[src/rtl/mem_arbiter.sv]
// Two-master (IFU, LSU) to one-slave memory arbiter with one transaction in flight.
// Simultaneous requests are granted round-robin.
module mem_arbiter #(
    parameter int AW = 32,
    parameter int DW = 32
) (
    input  logic          clk,
    input  logic          rst,

    input  logic          ifu_req_valid,
    output logic          ifu_req_ready,
    input  logic [AW-1:0] ifu_addr,
    output logic          ifu_resp_valid,
    input  logic          ifu_resp_ready,
    output logic [DW-1:0] ifu_rdata,

    input  logic          lsu_req_valid,
    output logic          lsu_req_ready,
    input  logic [AW-1:0] lsu_addr,
    input  logic          lsu_wen,
    input  logic [DW-1:0] lsu_wdata,
    input  logic [7:0]    lsu_wmask,
    output logic          lsu_resp_valid,
    input  logic          lsu_resp_ready,
    output logic [DW-1:0] lsu_rdata,

    output logic          mem_req_valid,
    input  logic          mem_req_ready,
    output logic [AW-1:0] mem_addr,
    output logic          mem_wen,
    output logic [DW-1:0] mem_wdata,
    output logic [7:0]    mem_wmask,
    input  logic          mem_resp_valid,
    output logic          mem_resp_ready,
    input  logic [DW-1:0] mem_rdata,

    output logic [1:0]    grant
);

    localparam logic [1:0] ST_IDLE  = 2'd0;
    localparam logic [1:0] ST_REQ   = 2'd1;
    localparam logic [1:0] ST_RESP  = 2'd2;

    localparam logic [1:0] OWN_NONE = 2'b00;
    localparam logic [1:0] OWN_IFU  = 2'b01;
    localparam logic [1:0] OWN_LSU  = 2'b10;

    logic [1:0]    state_q, state_d;
    logic [1:0]    owner_q, owner_d;
    logic          last_lsu_q, last_lsu_d;
    logic [AW-1:0] addr_q, addr_d;
    logic          wen_q, wen_d;
    logic [DW-1:0] wdata_q, wdata_d;
    logic [7:0]    wmask_q, wmask_d;

    logic          ifu_win;
    logic          lsu_win;

    // Acceptance is gated by rst so every output reads 0 while reset is held.
    always_comb begin
        ifu_win = 1'b0;
        lsu_win = 1'b0;
        if (rst && (state_q == ST_IDLE)) begin
            if (ifu_req_valid && lsu_req_valid) begin
                ifu_win = last_lsu_q;
                lsu_win = !last_lsu_q;
            end else begin
                ifu_win = ifu_req_valid;
                lsu_win = lsu_req_valid;
            end
        end
    end

    assign ifu_req_ready = ifu_win;
    assign lsu_req_ready = lsu_win;

    always_comb begin
        state_d    = state_q;
        owner_d    = owner_q;
        last_lsu_d = last_lsu_q;
        addr_d     = addr_q;
        wen_d      = wen_q;
        wdata_d    = wdata_q;
        wmask_d    = wmask_q;
        case (state_q)
            ST_IDLE: begin
                if (ifu_win) begin
                    addr_d  = ifu_addr;
                    wen_d   = 1'b0;
                    wdata_d = '0;
                    wmask_d = '0;
                    owner_d = OWN_IFU;
                    state_d = ST_REQ;
                end else if (lsu_win) begin
                    addr_d  = lsu_addr;
                    wen_d   = lsu_wen;
                    wdata_d = lsu_wdata;
                    wmask_d = lsu_wmask;
                    owner_d = OWN_LSU;
                    state_d = ST_REQ;
                end
            end
            ST_REQ: begin
                if (mem_req_ready) begin
                    state_d = ST_RESP;
                end
            end
            ST_RESP: begin
                if (mem_resp_valid && mem_resp_ready) begin
                    last_lsu_d = (owner_q == OWN_LSU);
                    owner_d    = OWN_NONE;
                    state_d    = ST_IDLE;
                end
            end
            default: begin
                owner_d = OWN_NONE;
                state_d = ST_IDLE;
            end
        endcase
    end

    always_ff @(posedge clk or negedge rst) begin
        if (!rst) begin
            state_q    <= ST_IDLE;
            owner_q    <= OWN_NONE;
            last_lsu_q <= 1'b1;
            addr_q     <= '0;
            wen_q      <= 1'b0;
            wdata_q    <= '0;
            wmask_q    <= '0;
        end else begin
            state_q    <= state_d;
            owner_q    <= owner_d;
            last_lsu_q <= last_lsu_d;
            addr_q     <= addr_d;
            wen_q      <= wen_d;
            wdata_q    <= wdata_d;
            wmask_q    <= wmask_d;
        end
    end

    assign mem_req_valid = (state_q == ST_REQ);
    assign mem_addr      = addr_q;
    assign mem_wen       = wen_q;
    assign mem_wdata     = wdata_q;
    assign mem_wmask     = wmask_q;
    assign grant         = owner_q;

    // Response steering: bit 0 is the IFU, bit 1 the LSU, matching the owner encoding.
    logic [1:0]    resp_own;
    logic [1:0]    m_resp_ready;
    logic [1:0]    m_resp_valid;
    logic [DW-1:0] m_rdata [2];

    assign m_resp_ready = {lsu_resp_ready, ifu_resp_ready};

    genvar gi;
    generate
        for (gi = 0; gi < 2; gi++) begin : g_resp
            assign resp_own[gi]     = (state_q == ST_RESP) && owner_q[gi];
            assign m_resp_valid[gi] = resp_own[gi] && mem_resp_valid;
            assign m_rdata[gi]      = resp_own[gi] ? mem_rdata : '0;
        end
    endgenerate

    assign mem_resp_ready = |(resp_own & m_resp_ready);
    assign ifu_resp_valid = m_resp_valid[0];
    assign ifu_rdata      = m_rdata[0];
    assign lsu_resp_valid = m_resp_valid[1];
    assign lsu_rdata      = m_rdata[1];

endmodule

[config.mk]
export PLATFORM = sky130hd
export DESIGN_NAME = mem_arbiter
export DESIGN_NICKNAME = d
export VERILOG_FILES = /design/src/rtl/mem_arbiter.sv
export SDC_FILE = /design/constraint.sdc
export NUM_CORES = 1
export LEC_CHECK = 0
export ABC_AREA = 1
export BUFFER_PORTS_ARGS = -buffer_cell sky130_fd_sc_hd__buf_2
export CAP_MARGIN = 0
export CORE_AREA = 4 4 112 114
export DETAILED_ROUTE_END_ITERATION = 8
export DIE_AREA = 0 0 116 118
export PLACE_DENSITY = 0.69
export SLEW_MARGIN = 0
export SYNTH_ARGS = -nofsm -noshare
export SYNTH_HDL_FRONTEND = slang
export SYNTH_SLANG_ARGS = --single-unit
[constraint.sdc]
create_clock -name clk -period 1.6 [get_ports clk]
set_clock_uncertainty 0.15 [all_clocks]
set_input_delay 0 -clock clk [delete_from_list [all_inputs] [get_ports clk]]
set_output_delay 0 -clock clk [all_outputs]
set_load 0.05 [all_outputs]
Word level (Yosys, flattened, before mapping)
Index checks and enable logic that the tools add are counted.
{"block": "totals", "register_bits": 78, "latchBits": 0, "ramBits": 0, "rom_bits": 0, "inputBits": 145, "out_inout_bits": 145, "wordCells": 52, "memories": 0}
{"block": "op_classes", "add_sub_neg": 0, "multipliers": 0, "div_mod_pow": 0, "magnitude_cmp": 0, "n_eq_ne": 6, "shifts": 0, "mux": 22, "bitwise": 2, "reduce_logical": 15}
{"operator": "$mux W32", "count": 6}
{"operator": "$mux W8", "count": 2}
{"operator": "$mux W2", "count": 6}
{"operator": "$pmux W2 S3", "count": 2}
{"operator": "$logic_and A1 B1 Y1", "count": 7}
{"operator": "$mux W1", "count": 6}
{"operator": "$reduce_and A3 Y1", "count": 2}
{"operator": "$eq A2 B2 Y1 const B", "count": 2}
{"operator": "$reduce_and A2 Y1", "count": 2}
{"operator": "$ne A3 B3 Y1 const B", "count": 1}
{"operator": "$and A2 B2 Y2", "count": 1}
{"operator": "$eq A2 B1 Y1 const B", "count": 1}
{"operator": "$logic_not A2 Y1", "count": 1}
{"operator": "$ne A2 B1 Y1 const B", "count": 1}
{"operator": "$ne A2 B2 Y1 const B", "count": 1}
{"operator": "$reduce_bool A2 Y1", "count": 1}
{"operator": "$reduce_or A2 Y1", "count": 1}
{"operator": "$logic_not A1 Y1", "count": 1}
{"operator": "$not A1 Y1", "count": 1}

Longest topological paths before layout
Gate-level depths: netlist of the first run.
{"block": "logic_depth", "word_depth": 7, "depth_mapped": 8, "ltp_nobuf": 8}

Worst setup path after synthesis of the first run
OpenSTA, ideal clock, no wires.
{"block": "synth_path", "kind": "flip-flop to output port", "startpoint": "register owner_q[1] (netlist: grant[1])", "endpoint": "output lsu_rdata[10]", "arrival_time_ns": 1.758, "required_ns": 1.450, "slack_ns": -0.308, "path_stages_with_launch": 4, "n_path_buf": 1, "path_cell_list": "dfrtp_1 -> nand2_1 -> clkbuf_1 -> nor2_1"}
{"block": "synth_between", "elab_chain_len": 2}
{"element": "start: declaration", "line_no": "49", "rtl": "logic [1:0] owner_q, owner_d;"}
{"element": "start signal: assignment", "line_no": "133", "rtl": "owner_q <= owner_d;"}
{"element": "$logic_and A1 B1 Y1", "line_no": "160", "rtl": "assign resp_own[gi] = (state_q == ST_RESP) && owner_q[gi];"}
{"element": "$mux W32", "line_no": "162", "rtl": "assign m_rdata[gi] = resp_own[gi] ? mem_rdata : '0;"}
{"element": "end: declaration", "line_no": "25", "rtl": "output logic [DW-1:0] lsu_rdata,"}
No other way between the ends.

Worst setup path after layout of the first run
{"block": "layout_path", "startpoint": "register state_q[0]", "endpoint": "output lsu_rdata[31]"}
{"block": "layout_between", "elab_chain_len": 3}
{"element": "start: declaration", "line_no": "48", "rtl": "logic [1:0] state_q, state_d;"}
{"element": "start signal: assignment", "line_no": "132", "rtl": "state_q <= state_d;"}
{"element": "$eq A2 B2 Y1", "line_no": "160"}
{"element": "$logic_and A1 B1 Y1", "line_no": "160"}
{"element": "$mux W32", "line_no": "162"}
No other way between the ends.

==> results by stage, run 1 <==
Floorplan:
- The die is 118 um tall.
- In this run the horizontal extent of the chip is 116 um.
- The area of the core region is 0.01142 mm2.
- The row count is 39.
- The floorplan step defined a die boundary enclosing 0.01369 mm2.
- 290 I/O pins were placed.
- The initial utilization of the core area, before any placement, comes to 31.62%.

Synthesis:
- Of the synthesized area, sequential elements account for 54.09%.
- After synthesis the netlist holds a flip-flop and latch count of 78.
- The synthesized netlist cell count is 409.
- Yosys printed 0 warnings.
- The synthesized netlist occupies a cell area of 0.003611 mm2.
- The distinct cell type count of the synthesized netlist is 21.
- Each instance of the synthesized netlist takes up on average 8.829 um2.
- The number of nets in the synthesized netlist is 554.

Setup path:
- Traced cell by cell, the critical path runs through nor2_4 -> buf_6 -> nand2_8 -> buf_6 -> nor2_2 -> buf_6.
- The most prevalent standard cell on the critical path is buf_6.
- The startpoint type of the worst setup path is a flop.
- The type of the worst setup path is flop to output port.
- In this design, the stage delay of the slowest critical-path cell is 0.44 ns.
- The critical path data arrival time is 1.61 ns.
- Of all nets on the critical path, the largest fanout is 6.
- The setup check on the worst reg-to-reg path leaves a slack of -0.07 ns.
- The kind of end point of the critical path is an output port.
- For the worst setup path, the data required time is 1.45 ns.
- The slowest library cell on the worst path is dfrtp_2.

Clock tree:
- The number of H-tree levels is 3.
- The clock-pin slew on the worst setup and hold paths is 0.06 ns.
- The total number of clock tree sinks is 78.
- The CTS tree is done.
- The clock network latency to the later pin of the worst-skew pair is 0.33 ns.
- The maximum buffer depth of the clock tree is 2.
- Clock tree synthesis inserted a total of 9 buffers.
- The master cell of the clock root buffer is clkbuf_16.

STA:
- At the pin with the least slew margin, the transition time is 0.6544 ns.
- The final critical-path share of the clock period is 109.9%.
- Setup repair after global routing could not meet its margin everywhere.
- The tightest hold margin is 0.04066 ns.
- The post-layout minimum cycle time is 1.758 ns.
- The maximum frequency from static timing analysis is 0.5688 GHz.
- Setup violations remaining at the end of the flow were counted as 124.
- The worst max-slew margin expressed relative to the limit is 56.37%.
- Across all setup checks in the final design, the least slack found is -0.1579 ns.
- The max-slew violation count came to 0.
- The number of failing hold endpoints at the final stage was 0.

Power:
- The part of the total power dissipated in combinational logic is 59.6%.
- The internal power of the cells totals 6645 uW.
- The maximum vdd drop is 1.341 mV.
- The sequential cell fraction of total power is 25.5%.
- Net switching is 52.64% of the power.
- The static leakage is 0.004050 uW.
- The switching power total is 7387 uW.
- The clock network accounts for 14.9% of the total power.
- The power per cell area is 1715 mW/mm2.

Route:
- The routed wire length is 19470 um.
- The final antenna-violating net count is 0.
- Dividing the detail-routed wire length by the instance count gives 19.66 um.
- Using the TritonRoute via totals, the vias-per-cell ratio works out to 5.017.
- The first-pass iteration count of the detailed router is 5.
- The number of design rule violations left after detail routing is 0.
- The total via count after detailed routing is 4967.
- For this block, the initial DRC count from the detailed router was 346.

Global routing:
- The global-route congestion overflow total is 0.
- The number of global-route vias before repair came to 5147.
- Global routing used 26.01% of the available tracks across all layers.
- The first-pass GRT wire length is 27790 um.
- Entering global routing, the biggest net connects 71 pins.
- The initial antenna violation count is 3.

Cells and area:
- The final layout net count is 984.
- After routing the design area is 0.008184 mm2.
- The fraction of layout instances using a drive strength above 1 is 52.49%.
- The relative area change from synthesis to final layout is 126.6%.

Run status:
- The flow ran to the end, but the final reports show violations.
- The checks that failed: negative setup slack.

Placed design:
- The congestion estimate from routability-driven global placement came to 0.9017.
- The number of buffer cells added on primary ports is 289.
- After detailed placement, the total cell area comes to 0.005582 mm2.
- The wire-length estimate of the detail-placed layout is 10410 um.

Job:
- The total of max-cap violations is 0.

Hold path:
- In this run the worst hold path is classified as input pin to asynchronous set/reset pin.
[cell families after synthesis]
| logic type | count (synthesis) | share of synthesized area (%) |
|---|---|---|
| buffers and inverters | 67 | 9.113 |
| AO/OA/AOI/OAI | 109 | 19.44 |
| flip-flops | 78 | 54.09 |
| AND/OR/NAND/NOR | 155 | 17.36 |
[cell usage in the layout, fill, tap and decap left out, drive strengths merged]
master	n
diode	3
bufinv	1
nand3	2
inv	45
clkbuf	12
a21oi	33
o21ai	34
nand2	48
dfrtp	77
clkinv	2
buf	332
dlygate4sd3	110
nor2	102
o31ai	1
dfstp	1
a22o	41
nand4	3
[worst max-delay path, delay by kind of cell, from the launching register on]
family | cells | cell delay [ns]
buf+inv | 3 | 0.48
flops | 1 | 0.44
simple gates | 3 | 0.36
[Yosys cell counts, drive strengths merged]
| cell | number | area (um2) |
|---|---|---|
| nor2 | 102 | 387.9 |
| nand3 | 2 | 10.01 |
| buf | 17 | 138.9 |
| a21oi | 33 | 165.2 |
| inv | 41 | 156.4 |
| nand4 | 3 | 33.78 |
| nand2 | 48 | 195.2 |
| dfstp | 1 | 26.28 |
| a22o | 41 | 359.1 |
| o31ai | 1 | 7.510 |
| dfrtp | 77 | 1927 |
| o21ai | 34 | 170.2 |
| clkbuf | 9 | 33.78 |
[layer usage]
metal / global-route usage [%] / vias up / part of all wire, %
met1: 29.56 / 2397 / 36
met3: 5.861 / 62 / 7.5
met5: 0 / - / 0
met4: 10.44 / 0 / 3.7
li1: - / 2211 / -
met2: 46.29 / 297 / 53
[power by group through the flow]
stage / sequential [uW] / combinational [uW] / clock, uW
finish: 3580 / 8360 / 2090
CTS: 3520 / 8000 / 2130
floorplan: 6790 / 2050 / 0
global route: 3670 / 8710 / 2220
global placement: 3520 / 7110 / 0
detailed placement: 3500 / 7240 / 0
[per-stage QoR]
step	instances	setup TNS [ns]	setup WS [ns]	total power (uW)	util, %
CTS	976	-6.478	-0.1152	13650	68.11
detailed placement	835	-1.459	-0.07033	10740	48.88
global route	990	-19.08	-0.2473	14600	71.67
finish	990	-8.596	-0.1579	14030	71.67
floorplan	409	-1.373	-0.04578	8835	-
global placement	835	0	0.01626	10630	48.88
[worst paths after layout]
path                                           startpoint                        end  cells after the start
worst min register to register  mem_wdata[19]$_DFFE_PN0P_  mem_wdata[19]$_DFFE_PN0P_                      1
worst max register to register     state_q[1]$_DFFE_PN0P_       grant[0]$_DFFE_PN0P_                      8
min in group clk                            lsu_req_valid       grant[1]$_DFFE_PN0P_                      4
worst max-delay path               state_q[0]$_DFFE_PN0P_              lsu_rdata[31]                      6
max in group asynchronous                             rst  mem_wdata[31]$_DFFE_PN0P_                      3
worst min-delay path                                  rst   mem_addr[23]$_DFFE_PN0P_                      2
[state kept, by name, summed over array words and instances, names as in the netlist]
register and flops:
last_lsu_q 1, grant 2, mem_wen 1, mem_wdata 32, mem_wmask 8, mem_addr 32
state_q 2
[what timing repair did]
item                                    4_1_cts  5_1_grt
resized for setup                           172       73
hold buffers                                110        0
endpoints found under the setup margin      121      216
pin swaps                                     5        5
cloned                                        6        4
buffers inserted                              9        7
hold endpoints to repair                    155        0
[final cells by class]
class / count / area, um2
antenna: 3 / 7.507
tap: 143 / 178.9
inverter: 41 / 168.9
multi-input combinational: 264 / 1823
sequential: 78 / 1957
fill: 729 / 3234
clock buffer: 9 / 225.2
timing repair buffer: 445 / 3745
clock inverter: 7 / 78.83
(Power assumes the default switching activity.)
==> inputs of run 2 (changes only) <==
--- a/config.mk
+++ b/config.mk
@@ -5,13 +5,12 @@
 export SDC_FILE = /design/constraint.sdc
 export NUM_CORES = 1
 export LEC_CHECK = 0
-export ABC_AREA = 1
 export BUFFER_PORTS_ARGS = -buffer_cell sky130_fd_sc_hd__buf_2
 export CAP_MARGIN = 0
-export CORE_AREA = 4 4 112 114
+export CORE_AREA = 4 4 111 113
 export DETAILED_ROUTE_END_ITERATION = 8
-export DIE_AREA = 0 0 116 118
-export PLACE_DENSITY = 0.69
+export DIE_AREA = 0 0 115 117
+export PLACE_DENSITY = 0.73
 export SLEW_MARGIN = 0
 export SYNTH_ARGS = -nofsm -noshare
 export SYNTH_HDL_FRONTEND = slang
==> results by stage, run 2 <==
Floorplan:
- The initial cell density of the core is 34.22%.
- The area enclosed by the die boundary is 0.01346 mm2.
- The initialized floorplan defines 39 standard-cell rows.
- The number of top-level design ports is 290.
- Measured along the y axis, the die boundary spans 117 um.
- The area of the core region is 0.01132 mm2.
- The width of the die is 115 um.

Route:
- The routed wire length is 20860 um.
- The via-per-instance ratio is 5.600.
- In this run, the number of DRC markers left after iteration 0 of detailed routing was 452.
- In the final routed layout, each cell accounts on average for 21.84 um.
- After detailed routing, the number of remaining DRC violations is 0.
- The final antenna-violating net count is 0.
- The final route contains 5348 vias.
- The first-pass iteration count of the detailed router is 6.

Synthesis:
- Yosys mapped a number of flops with a built-in enable equal to 0.
- In the post-synthesis netlist, the biggest area contributors are dfrtp_1, a22o_1, and2_1.
- Of the total synthesized cell area, the portion taken by full adders, half adders and majority gates is 0%.
- The area share of the largest cell type after synthesis is 49.74%.
- The share of flip-flops with an asynchronous set or reset after synthesis is 100.0%.
- Counting every instance in the synthesized netlist gives 388.
- The distinct cell type count of the synthesized netlist is 31.
- The number of warnings issued by yosys is 0.
- The most common cell in the synthesized netlist is dfrtp_1.
- Sequential cells were found to cover 50.42% of the synthesized design area.
- The XOR/XNOR share of the synthesized area is 0%.
- The number of storage elements in the synthesis netlist is 78.
- By area, the combinational part of the netlist is dominated by simple AND/OR/NAND/NOR gates.
- The synthesized netlist devotes 20.35% of its cell area to compound gates.
- The largest total area in the synthesized netlist belongs to dfrtp_1.
- Synthesis produced a netlist with a net count of 533.
- Of the post-synthesis cell area, the part taken by muxes is 0.2907%.
- Sorting the synthesized cells by how often they occur yields dfrtp_1, a22o_1, and2_1, and3_1.
- The mean instance size in the synthesized netlist is 9.984 um2.
- In this run the cell area of the synthesized design comes to 0.003874 mm2.
- The predominant post-synthesis flop cell is dfrtp_1.
- The synthesized-area fraction occupied by and/or/nand/nor cells is 22.67%.

Cells and area:
- The area growth from synthesis to layout is 119.5%.
- After filler insertion, the fill cell instance count of the layout stands at 685.
- Leaving out fill and tap cells, the most frequent cell in the layout is buf_2.
- 0 antenna diodes ended up in the layout.
- The post-route netlist has 59.85% of its cells at a drive strength greater than 1.
- In the layout the commonest cells are buf_2, dlygate4sd3_1, dfrtp_1, buf_6, a22o_1.
- At the end of the flow, the number of nets in the layout was 952.
- The core occupancy in the finished layout is 75.10%.
- Once layout is done, the placed cells without fillers occupy 0.008502 mm2.

STA:
- The number of failing hold endpoints at the final stage is 0.
- The max-slew violation count is 0.
- Based on the critical path, the design can be clocked at up to 0.5198 GHz.
- Setup repair after global routing could not meet its margin everywhere.
- At the pin with the least slew margin, the transition time is 0.8559 ns.
- The post-layout minimum cycle time is 1.924 ns.
- The final count of negative-setup-slack endpoints is 146.
- The smallest setup slack after layout is -0.3240 ns.
- The total negative slack is -33.38 ns.
- The worst max-slew margin expressed relative to the limit is 42.94%.
- The final critical-path share of the clock period is 120.3%.

Global routing:
- The first global-routing pass estimated 28110 um of wire.
- The initial antenna violation count came to 1.
- Entering global routing, the biggest net connects 68 pins.
- Global routing used 26.58% of the available tracks.
- For this run the aggregate overflow at the end of global routing stands at 0.
- The number of global-route vias before repair is 5338.

Setup path:
- The worst setup path is captured at a flop.
- The slowest library cell on the worst path is or3b_4.
- Counting buffers and inverters, the worst setup path is 5 cells deep.
- The worst-case reg-to-reg path depth is 5.
- In this design, the largest share of critical-path delay is due to simple AND/OR/NAND/NOR gates.
- The signal on the critical path passes through or3b_4 -> or3_4 -> buf_4 -> buf_12 -> a31oi_2.
- The largest incremental delay on the critical path is 0.44 ns.
- The worst setup path is of the flop to flop kind.
- At the worst endpoint, the arrival time is 2.02 ns.
- The startpoint type of the worst setup path is a flop.
- The critical path data required time is 1.70 ns.
- The number of buffer and inverter stages on the critical path is 2.
- In this run the worst path has a maximum fanout of 15.

Power:
- The maximum vdd drop is 1.402 mV.
- The static leakage is 0.004044 uW.
- The total power draw is 15620 uW.
- The power per cell area is 1838 mW/mm2.

Placed design:
- Summing all placed instances gives a cell area of 0.005647 mm2.
- OpenSTA, run right after detailed placement, puts the worst setup slack at -0.2613 ns.
- The number of buffer cells added on primary ports is 289.
- The estimated wirelength of the detail-placed design is 11200 um.
- At the end of routability-driven placement, the weighted congestion stood at 0.9777.

Clock tree:
- For the worst-skew pair, the clock arrives at the later sink with an insertion delay of 0.33 ns.
- CTS built an H-tree with a depth of 3.
- After clock tree synthesis, the clock-pin slew on the worst setup and hold paths is 0.07 ns.
- Counting the buffers created by CTS gives 9.
- The master cell of the clock root buffer is clkbuf_16.
- TritonCTS built the clock tree.
- The maximum buffer depth of the clock tree is 2.
- The total number of clock tree sinks is 78.

Hold path:
- The worst hold path passes through 4 cells.
- The path class of the tightest hold or removal check is input pin to flop.

Run status:
- The flow ran to the end, but the final reports show violations.
- The final reports fail on negative setup slack.

Job:
- The total of max-cap violations is 0.
run 2: layer usage:
metal	GRT usage, %	vias up	wire (um)	share of wire [%]
met5	0	-	15	0.072
met4	10.33	2	524	2.5
met3	6.375	61	1761	8.4
met2	45.33	360	10700	51
met1	32.64	2618	7857	38
li1	-	2307	-	-
run 2: what timing repair did:
action / in CTS / in global routing
gates resized for setup: 170 / 113
setup endpoints to repair: 144 / 146
gates cloned: 4 / 5
pin swaps: 4 / 42
endpoints found under the hold margin: 86 / 0
buffers inserted: 8 / 18
hold buffers: 108 / 0
run 2: tightest hold or removal path, cell delays in order:
cell and delay [ns]:
buf_2 0.15, or2_2 0.13, nand2_1 0.05, a21oi_1 0.14
run 2: kinds of logic (layout without fill, tap and decap cells):
kind of cell / count (synthesis) / after routing
mux: 1 / 1
compound gates: 114 / 114
buf+inv: 49 / 473
flops: 78 / 78
simple gates: 146 / 146
run 2: power breakdown:
part,switching (uW),internal (uW)
registers,629,2950
clock network,917,1090
logic,6710,3330
run 2: area by class of cell:
class	instances	area [um2]	share of cell area (%)
Clock buffer	9	225.2	2.649
Clock inverter	7	63.81	0.7506
Inverter	2	11.26	0.1325
Multi-Input combinational cell	261	2272	26.73
Sequential cell	78	1954	22.99
Tap cell	143	178.9	2.104
Timing Repair Buffer	455	3796	44.65
run 2: path summary, 6_finish.rpt:
| check | end | slack (ns) | startpoint |
|---|---|---|---|
| min in group asynchronous | mem_addr[10]$_DFFE_PN0P_ | 0.21 | rst |
| min reg2reg | mem_wdata[9]$_DFFE_PN0P_ | 0.35 | mem_wdata[9]$_DFFE_PN0P_ |
| max in group asynchronous | mem_addr[13]$_DFFE_PN0P_ | 0.28 | rst |
| max reg2reg | mem_addr[27]$_DFFE_PN0P_ | -0.32 | state_q[1]$_DFFE_PN0P_ |
| min | state_q[0]$_DFFE_PN0P_ | 0.04 | lsu_req_valid |
| max | mem_addr[27]$_DFFE_PN0P_ | -0.32 | state_q[1]$_DFFE_PN0P_ |
run 2: stage by stage:
step / hold slack (ns) / std cells
floorplan: -0.4456 / 388
detailed placement: -0.1489 / 799
global placement: -0.1461 / 799
finish: 0.04330 / 955
CTS: 0.02417 / 934
global route: 0.05315 / 955
==> inputs of run 3 (changes only) <==
--- a/config.mk
+++ b/config.mk
@@ -11,6 +11,7 @@
 export DETAILED_ROUTE_END_ITERATION = 8
 export DIE_AREA = 0 0 115 117
 export PLACE_DENSITY = 0.73
+export SETUP_SLACK_MARGIN = 0.1
 export SLEW_MARGIN = 0
 export SYNTH_ARGS = -nofsm -noshare
 export SYNTH_HDL_FRONTEND = slang
==> results by stage, run 3 (same netlist as run 2, synthesis figures left out) <==
Route:
- Summed over all layers, the routed wires come to 24480 um.
- After detailed routing, the average wire length per cell comes to 25.26 um.
- In the detailed route, the total length drawn on met3 is 2334 um.
- The first TritonRoute pass finished after 7 iterations.
- The detailed router used layers up to and including met4.
- After detailed routing, the met2 layer carries 12310 um of wire.
- After the first detailed-routing iteration, the DRC count stood at 466.
- The routed length on met1 is 8164 um.
- The count of nets left with antenna violations once routing finished came out at 0.
- The via-per-instance ratio is 5.897.
- Across all layers, the routed design uses 5714 vias.
- The number of design rule violations left after detail routing is 1.

Floorplan:
- The die covers 0.01346 mm2.
- The region available for standard cell placement spans 0.01132 mm2.
- The number of top-level design ports is 290.
- The floorplan has 39 rows.
- The floorplan step set the die height to 117 um.
- The initial cell density of the core is 34.22%.
- Measured along the x axis, the die boundary spans 115 um.

Setup path:
- The worst setup path is of the flop to output port kind.
- The worst setup path is captured at an output port.
- Data on the critical path arrives at its endpoint at 1.90 ns.
- The endpoint identified for the worst register-to-register timing path is mem_addr[4]$_DFFE_PN0P_.
- The setup check on the worst reg-to-reg path leaves a slack of -0.44 ns.
- The startpoint of the worst setup timing path is state_q[1]$_DFFE_PN0P_.
- The startpoint type of the worst setup path is a flop.
- The worst-case reg-to-reg path depth is 6.
- In this run the critical register-to-register path is launched from state_q[1]$_DFFE_PN0P_.
- Along the worst path, the maximum fanout reaches 2.
- The critical path data required time is 1.45 ns.

STA:
- The max-slew violation count is 0.
- The number of failing hold endpoints at the final stage was 0.
- Setup repair after global routing could not meet its margin everywhere.
- The final critical-path share of the clock period is 128.2%.
- For the pin with the worst max-slew slack, the measured transition is 0.8118 ns.
- The smallest clock period supported by the final layout is computed as 2.051 ns.
- The worst max-slew margin expressed relative to the limit is 45.88%.
- The smallest setup slack after layout is -0.4512 ns.
- The tightest hold margin is 0.06540 ns.
- The maximum frequency from static timing analysis is 0.4875 GHz.
- The final count of negative-setup-slack endpoints is 146.

Global routing:
- The number of global-route vias before repair is 5850.
- The global routing usage summed across all routing layers is 30.93%.
- Global routing finished with a remaining overflow of 0.
- The maximum number of pins on one net before global-route repair is 64.
- The initial antenna violation count came to 5.
- The first-pass GRT wire length is 32170 um.

Power:
- The worst-case IR drop observed on VDD is 1.300 mV.
- The power per cell area is 1832 mW/mm2.
- The total power draw is 16720 uW.
- The static leakage is 0.004189 uW.

Cells and area:
- The library cell used most frequently in the layout, excluding fill and tap cells, is buf_2.
- Cells with a size suffix above 1 make up 60.54% of the layout.
- In the layout the commonest cells are buf_2, dlygate4sd3_1, dfrtp_1, buf_8, a22o_1.
- From synthesis to final layout, the design area changed by 135.6%.
- The area used by multi-input combinational logic is 0.002465 mm2.
- The number of fill cells in the layout is 623.
- The final layout net count is 961.
- For this run, the number of standard cells in the final layout without fillers is 969.
- Registers take 0.001954 mm2.

Placed design:
- Routability-driven placement finished with a final weighted congestion of 0.9770.
- Timing analysis after detailed placement gives a worst setup slack of -0.2266 ns.
- The estimated wirelength of the detail-placed design is 12050 um.
- The post-placement cell count is 802.
- Input and output buffers added on the ports amount to 289.

Clock tree:
- The clock network latency to the later pin of the worst-skew pair is 0.33 ns.
- The clock-pin slew on the worst setup and hold paths is 0.06 ns.
- The clock tree synthesis step divided the H-tree into 3 levels.
- The total number of clock tree sinks is 78.
- The CTS tree is done.
- The number of buffers inserted during clock tree synthesis is 9.
- The maximum buffer depth of the clock tree is 2.
- The master cell of the clock root buffer is clkbuf_16.

Hold path:
- The worst hold path stage count is 3.
- The worst hold path begins at mem_resp_valid.
- The classification of the worst-slack hold path is input pin to flop.
- For hold timing, the worst endpoint is grant[1]$_DFFE_PN0P_.

Run status:
- The final reports fail on design-rule violations, negative setup slack.
- The run finished, with violations left.

Job:
- The total of max-cap violations is 0.
[run 3: cell types whose count changed in the layout (fill, tap and decap cells not counted), sizes merged]
cell / delta
diode: +5
buf: +9
bufinv: +3
clkbuf: +5
clkinvlp: -2
inv: -5
dlygate4sd3: -1
[run 3: area by class of cell]
cell class | count | share of cell area [%]
diodes | 5 | 0.1371
clock buffers | 13 | 2.852
clock inverters | 3 | 0.9871
inverters | 2 | 0.1234
multi-input cells | 261 | 27.01
flip-flops and latches | 78 | 21.41
well taps | 143 | 1.961
repair buffers | 464 | 45.52
[run 3: through the flow]
| step | cell area (um2) | TNS [ns] | util, % |
|---|---|---|---|
| final | 9126 | -50.73 | 80.61 |
| after global routing | 9126 | -55.84 | 80.61 |
| after CTS | 8453 | -46.20 | 74.67 |
| after detailed placement | 5723 | -10.03 | 50.55 |
| after global placement | 5723 | -7.301 | 50.55 |
| after floorplan | 4020 | -20.71 | - |
[run 3: how the worst max path moves through the flow]
stage | end | slack [ns] | depth (start not counted)
global placement | ifu_req_ready | -0.20 | 5
finish | ifu_req_ready | -0.45 | 5
floorplan | grant[0]$_DFFE_PN0P_ | -0.38 | 6
CTS | ifu_req_ready | -0.40 | 5
detailed placement | mem_addr[9]$_DFFE_PN0P_ | -0.23 | 4
global route | ifu_req_ready | -0.48 | 5
[run 3: power breakdown]
group | internal (uW) | switching (uW)
sequential | 2950 | 630
combinational | 3690 | 7040
clock | 1610 | 798
[run 3: critical path, cell delays in order (launching register included)]
cell        delay (ns)
dfrtp_1           0.41
or3b_4            0.40
or3_4             0.40
buf_6             0.14
clkinvlp_4        0.07
buf_8             0.14
[run 3: metal layers]
layer / GRT usage (%) / vias to the layer above
met4: 17.84 / 0
li1: - / 2335
met5: 0 / -
met3: 8.586 / 124
met2: 55.48 / 473
met1: 32.54 / 2782
[run 3: repair_timing]
| item | in CTS | in global routing |
|---|---|---|
| gates cloned | 12 | 6 |
| endpoints found under the hold margin | 153 | 0 |
| resized for setup | 270 | 101 |
| setup buffers | 17 | 7 |
| setup endpoints to repair | 146 | 149 |
| pin swaps | 5 | 70 |
| hold buffers | 107 | 0 |
